File: src/rtl/forth_fetch_unit.sv
// Fetch stage: owns the program counter, latches instructions into ir and
// resolves jump/call/ret against a small hardware return-address stack.
module forth_fetch_unit #(
    parameter logic [15:0] RESET_PC = 16'h0000,
    parameter int          RS_DEPTH = 16,
    parameter int          RS_AW    = 4
) (
    input  logic             clk,
    input  logic             reset,
    input  logic             stall,
    input  logic             jump,
    input  logic             call,
    input  logic             ret,
    input  logic [15:0]      target,
    output logic [15:0]      pc,
    input  logic [15:0]      instr_in,
    output logic [15:0]      ir,
    output logic [15:0]      ir_pc,
    output logic             ir_valid,
    output logic [RS_AW:0]   rs_count,
    output logic             rs_overflow,
    output logic             rs_underflow
);

    localparam logic [15:0]    PC_INIT = RESET_PC & 16'hFFFE;
    localparam logic [RS_AW:0] RS_FULL = (RS_AW+1)'(RS_DEPTH);

    typedef enum logic [2:0] {
        ACT_HOLD,
        ACT_RET,
        ACT_CALL,
        ACT_JUMP,
        ACT_SEQ
    } act_t;

    act_t act;

    logic [15:0]      stack [RS_DEPTH];
    logic [15:0]      tgt_even;
    logic [15:0]      push_val;
    logic [15:0]      pop_val;
    logic [RS_AW:0]   cnt_dec;
    logic [RS_AW-1:0] push_idx;
    logic [RS_AW-1:0] pop_idx;
    logic             rs_empty;
    logic             rs_full;
    logic             do_push;

    logic [15:0]      pc_nxt;
    logic [15:0]      ir_nxt;
    logic [15:0]      ir_pc_nxt;
    logic             ir_valid_nxt;
    logic [RS_AW:0]   rs_count_nxt;
    logic             rs_overflow_nxt;
    logic             rs_underflow_nxt;

    assign tgt_even = target & 16'hFFFE;
    assign push_val = ir_pc + 16'd2;
    assign cnt_dec  = rs_count - 1'b1;
    assign push_idx = rs_count[RS_AW-1:0];
    assign pop_idx  = cnt_dec[RS_AW-1:0];
    assign pop_val  = stack[pop_idx] & 16'hFFFE;
    assign rs_empty = (rs_count == '0);
    assign rs_full  = (rs_count == RS_FULL);

    // Control inputs are only meaningful while ir holds a real instruction.
    always_comb begin
        act = ACT_SEQ;
        if (stall)
            act = ACT_HOLD;
        else if (ir_valid && ret)
            act = ACT_RET;
        else if (ir_valid && call)
            act = ACT_CALL;
        else if (ir_valid && jump)
            act = ACT_JUMP;
    end

    always_comb begin
        pc_nxt           = pc;
        ir_nxt           = ir;
        ir_pc_nxt        = ir_pc;
        ir_valid_nxt     = ir_valid;
        rs_count_nxt     = rs_count;
        rs_overflow_nxt  = rs_overflow;
        rs_underflow_nxt = rs_underflow;
        do_push          = 1'b0;

        unique case (act)
            ACT_HOLD: ;
            ACT_RET: begin
                ir_valid_nxt = 1'b0;
                if (rs_empty) begin
                    pc_nxt           = PC_INIT;
                    rs_underflow_nxt = 1'b1;
                end else begin
                    pc_nxt       = pop_val;
                    rs_count_nxt = cnt_dec;
                end
            end
            ACT_CALL: begin
                pc_nxt       = tgt_even;
                ir_valid_nxt = 1'b0;
                if (rs_full) begin
                    rs_overflow_nxt = 1'b1;
                end else begin
                    do_push      = 1'b1;
                    rs_count_nxt = rs_count + 1'b1;
                end
            end
            ACT_JUMP: begin
                pc_nxt       = tgt_even;
                ir_valid_nxt = 1'b0;
            end
            ACT_SEQ: begin
                ir_nxt       = instr_in;
                ir_pc_nxt    = pc;
                ir_valid_nxt = 1'b1;
                pc_nxt       = pc + 16'd2;
            end
            default: ;
        endcase
    end

    always_ff @(posedge clk) begin
        if (reset) begin
            pc           <= PC_INIT;
            ir           <= 16'h0000;
            ir_pc        <= 16'h0000;
            ir_valid     <= 1'b0;
            rs_count     <= '0;
            rs_overflow  <= 1'b0;
            rs_underflow <= 1'b0;
        end else begin
            pc           <= pc_nxt;
            ir           <= ir_nxt;
            ir_pc        <= ir_pc_nxt;
            ir_valid     <= ir_valid_nxt;
            rs_count     <= rs_count_nxt;
            rs_overflow  <= rs_overflow_nxt;
            rs_underflow <= rs_underflow_nxt;
        end
    end

    // Stack storage is left uninitialised; occupancy alone defines validity.
    always_ff @(posedge clk) begin
        if (!reset && do_push)
            stack[push_idx] <= push_val;
    end

endmodule

File: config.mk
export PLATFORM = sky130hd
export DESIGN_NAME = forth_fetch_unit
export DESIGN_NICKNAME = d
export VERILOG_FILES = /design/src/rtl/forth_fetch_unit.sv
export SDC_FILE = /design/constraint.sdc
export NUM_CORES = 1
export LEC_CHECK = 0
export CAP_MARGIN = 15
export CORE_MARGIN = 4
export CORE_UTILIZATION = 30
export CTS_CLUSTER_SIZE = 24
export DETAILED_ROUTE_END_ITERATION = 10
export DONT_BUFFER_PORTS = 1
export GPL_ROUTABILITY_DRIVEN = 0
export SYNTH_ARGS = -nofsm -noshare
export SYNTH_HDL_FRONTEND = slang
export SYNTH_SLANG_ARGS = --single-unit
export TNS_END_PERCENT = 100
File: constraint.sdc
create_clock -name clk -period 4.4 [get_ports clk]
set_input_delay 0.66 -clock clk [delete_from_list [all_inputs] [get_ports clk]]
set_output_delay 0.66 -clock clk [all_outputs]
set_load 0.005 [all_outputs]
==> impl_metrics.toml <==
[outcome]
status = "finished, final reports clean"

[global_routing]
grt.total_usage_pct = 13.8
grt_max_degree = 58
antenna_found_initial = 2
grt-ovfl-total = 0
grt_pass1_wl_um = 45800
grt_pass1_vias = 6949

[synth]
synth-seq-cells = 294
synth-edff-count = 240
ys.flop_type = "edfxtp_1"
ys_async_sr_fraction_pct = 0
syn_inst = 802
ys_seq_area_share_pct = 68.4
synth.cell_area_mm2 = 0.0121
synth_cell_types = 52
yosys_warnings = 0
synth_area_per_cell_um2 = 15.1

[worst_hold_path]
whs_path_depth = 1
hold_class = "input pin to flip-flop"

[clock_tree]
postCtsHoldBufs = 0
clk_latency_ns = 0.58
cts_tree = "built"
cts_buffers = 31
clk_path_buf_depth = 3
cts.sink_count = 294
clk_pin_slew_ns = 0.06
htreeDepth = 1
cts-root-buf = "clkbuf_16"
post_cts_buffers = 0
cts_resized = 0

[routing]
highest_layer = "met5"
ant_nets = 0
drt_pass1_iterations = 5
totalWireLength_um = 31000
wl_met3_um = 2380
via_count = 6972
wl_met2_um = 13900
drt_iter0_markers = 646
viasPerCell = 5.05
wl_per_cell_um = 22.4
wl_met1_um = 13900
drc = 0

[placement]
dp_hpwl_um = 19900
pre_cts_slack_ns = 1.26
portBuffers = 0
place_area_mm2 = 0.0129
dp_cells = 1316

[sta]
drv_slew = 0
max_slew_margin_pct = 23.4
worst_slew_pin_slew_ns = 1.15
rsz0062_at_grt = "false"
setup_viol = 0
fin_worst_skew_ns = 0.0258
max_freq_mhz = 320
min_period_ns = 3.13
hold_violations = 0
fin_tns_setup_ns = 0
min_period_over_period_pct = 71.1
setup_ws_ns = 1.27

[critical_path]
critPathRequiredTime_ns = 4.83
arrival_ns = 3.56
critical_path.max_fanout = 26
crit_type = "flip-flop to flip-flop"
endpoint_kind = "flip-flop"
crit_cells = 8
crit_family = "adder cells"
crit_chain = "inv_1 > ha_2 > buf_4 > mux4_2 > nand2_1 > a21oi_1 > a2111oi_0 > a221oi_1"
slowest_delay_ns = 0.83
crit_path_start_kind = "flip-flop"
worstRegToRegCells = 8
slowest_stage = "ha_2"
path_buf_inv = 2

[pwr]
p_comb_share_pct = 5.6
power.leakage_nw = 4.46
clkPwrFrac_pct = 42.8
swShare_pct = 22.3
power_density_mw_per_mm2 = 427
peakVddDrop_mv = 0.265
power_switching_mw = 1.33
p_int_mw = 4.62
finalPower_mw = 5.94
power_frac_seq_pct = 51.7

[cells_and_area]
areaGrowthSynthToFinish_pct = 14.9
fin_area_mm2 = 0.0139
layout-drive-gt1-share_pct = 22.0
nets = 875
final_cells = 1381

[floorplanning]
die_w_um = 209
die-area_mm2 = 0.0437
die_y_um = 209
rows = 73
initial_utilization_pct = 30.4
ioPinCount = 94
core_area_mm2 = 0.0398

[run]
maxCapViolations = 0
==> registers in the layout, summed over array words and instances, names as in the netlist <==
name,cells
ir_pc,15
ir_valid,1
rs_underflow,1
pc,15
ir,16
rs_count,5
rs_overflow,1
stack,240
==> power groups by stage <==
stage | registers [mW] | clock network, mW | logic [mW]
global route | 3.07 | 2.71 | 0.365
detailed placement | 3.13 | 0 | 0.332
floorplan | 3.10 | 0 | 0.262
CTS | 3.07 | 2.61 | 0.333
finish | 3.07 | 2.54 | 0.330
global placement | 3.13 | 0 | 0.327
==> kinds of logic after synthesis <==
kind of cell               count (synthesis)  share of synthesized area [%]
adders and majority gates                  7                          0.723
other                                      1                         0.0310
and+or+nand+nor                          223                           8.05
DFF                                      294                           68.4
buffers and inverters                     68                           2.58
xor gates and xnor gates                  29                           2.10
AOI/OAI and AO/OA                        116                           6.62
muxes                                     64                           11.5
==> synthesized netlist by cell type, types with 7 or more instances <==
| cell | instances | area, µm² |
|---|---|---|
| edfxtp_1 | 240 | 7210 |
| nand2_1 | 137 | 514 |
| a21oi_1 | 61 | 305 |
| mux4_2 | 60 | 1350 |
| dfxtp_1 | 54 | 1080 |
| nor2_1 | 38 | 143 |
| clkbuf_1 | 26 | 97.6 |
| xnor2_1 | 20 | 175 |
| inv_1 | 19 | 71.3 |
| buf_2 | 13 | 65.1 |
| a221oi_1 | 9 | 78.8 |
| nand3_1 | 9 | 45.0 |
| xor2_1 | 9 | 78.8 |
| a221oi_2 | 7 | 105 |
| buf_4 | 7 | 52.6 |
| ha_1 | 7 | 87.6 |
==> layer usage <==
layer | global-route usage [%] | vias to the layer above
met3 | 3.63 | 41
li1 | - | 3109
met5 | 0 | -
met4 | 3.38 | 2
met1 | 19.4 | 3593
met2 | 21.4 | 227
==> layout make-up <==
cell class	instances	area [µm²]
Sequential cell	294	8290
Antenna cell	1	2.50
Clock buffer	38	832
Tap cell	525	657
Inverter	19	71.3
Clock inverter	20	164
Timing Repair Buffer	43	323
Multi-Input combinational cell	441	3580
Fill cell	3838	25900
==> worst register-to-register path, delay by kind of cell, from the launching register on <==
kind,cells,cell delay [ns]
multiplexers,1,0.34
flip-flops,1,0.54
buffers and inverters,2,0.52
AND/OR/NAND/NOR,1,0.09
AO/OA/AOI/OAI,3,0.68
adder cells (fa/ha/maj),1,0.83
==> per-stage QoR <==
| stage | util [%] | hold WS [ns] |
|---|---|---|
| final | 35.0 | 0.170 |
| after global routing | 35.0 | 0.144 |
| after CTS | 34.8 | 0.133 |
| after detailed placement | 32.3 | 0.461 |
| after global placement | 32.3 | 0.457 |
| after floorplan | - | 0.453 |
==> cells in the final DEF, fill, tap and decap left out, types with 19 or more instances in the layout <==
| cell type | netlist | routed |
|---|---|---|
| a21oi_1 | 61 | 61 |
| buf_4 | 7 | 43 |
| clkbuf_16 | 0 | 31 |
| dfxtp_1 | 54 | 53 |
| edfxtp_1 | 240 | 240 |
| inv_1 | 19 | 19 |
| mux4_2 | 60 | 60 |
| nand2_1 | 137 | 137 |
| nor2_1 | 38 | 33 |
| xnor2_1 | 20 | 19 |
==> path summary, 6_finish.rpt <==
check	start	to	slack (ns)
worst max-delay path	rs_count[1]	pc[14]	1.27
worst min register to register	ir[5]	ir[5]	0.47
worst max register to register	rs_count[1]	pc[14]	1.27
worst min-delay path	reset	ir[13]	0.17
No activity file was read; power rests on OpenSTA's default activity.
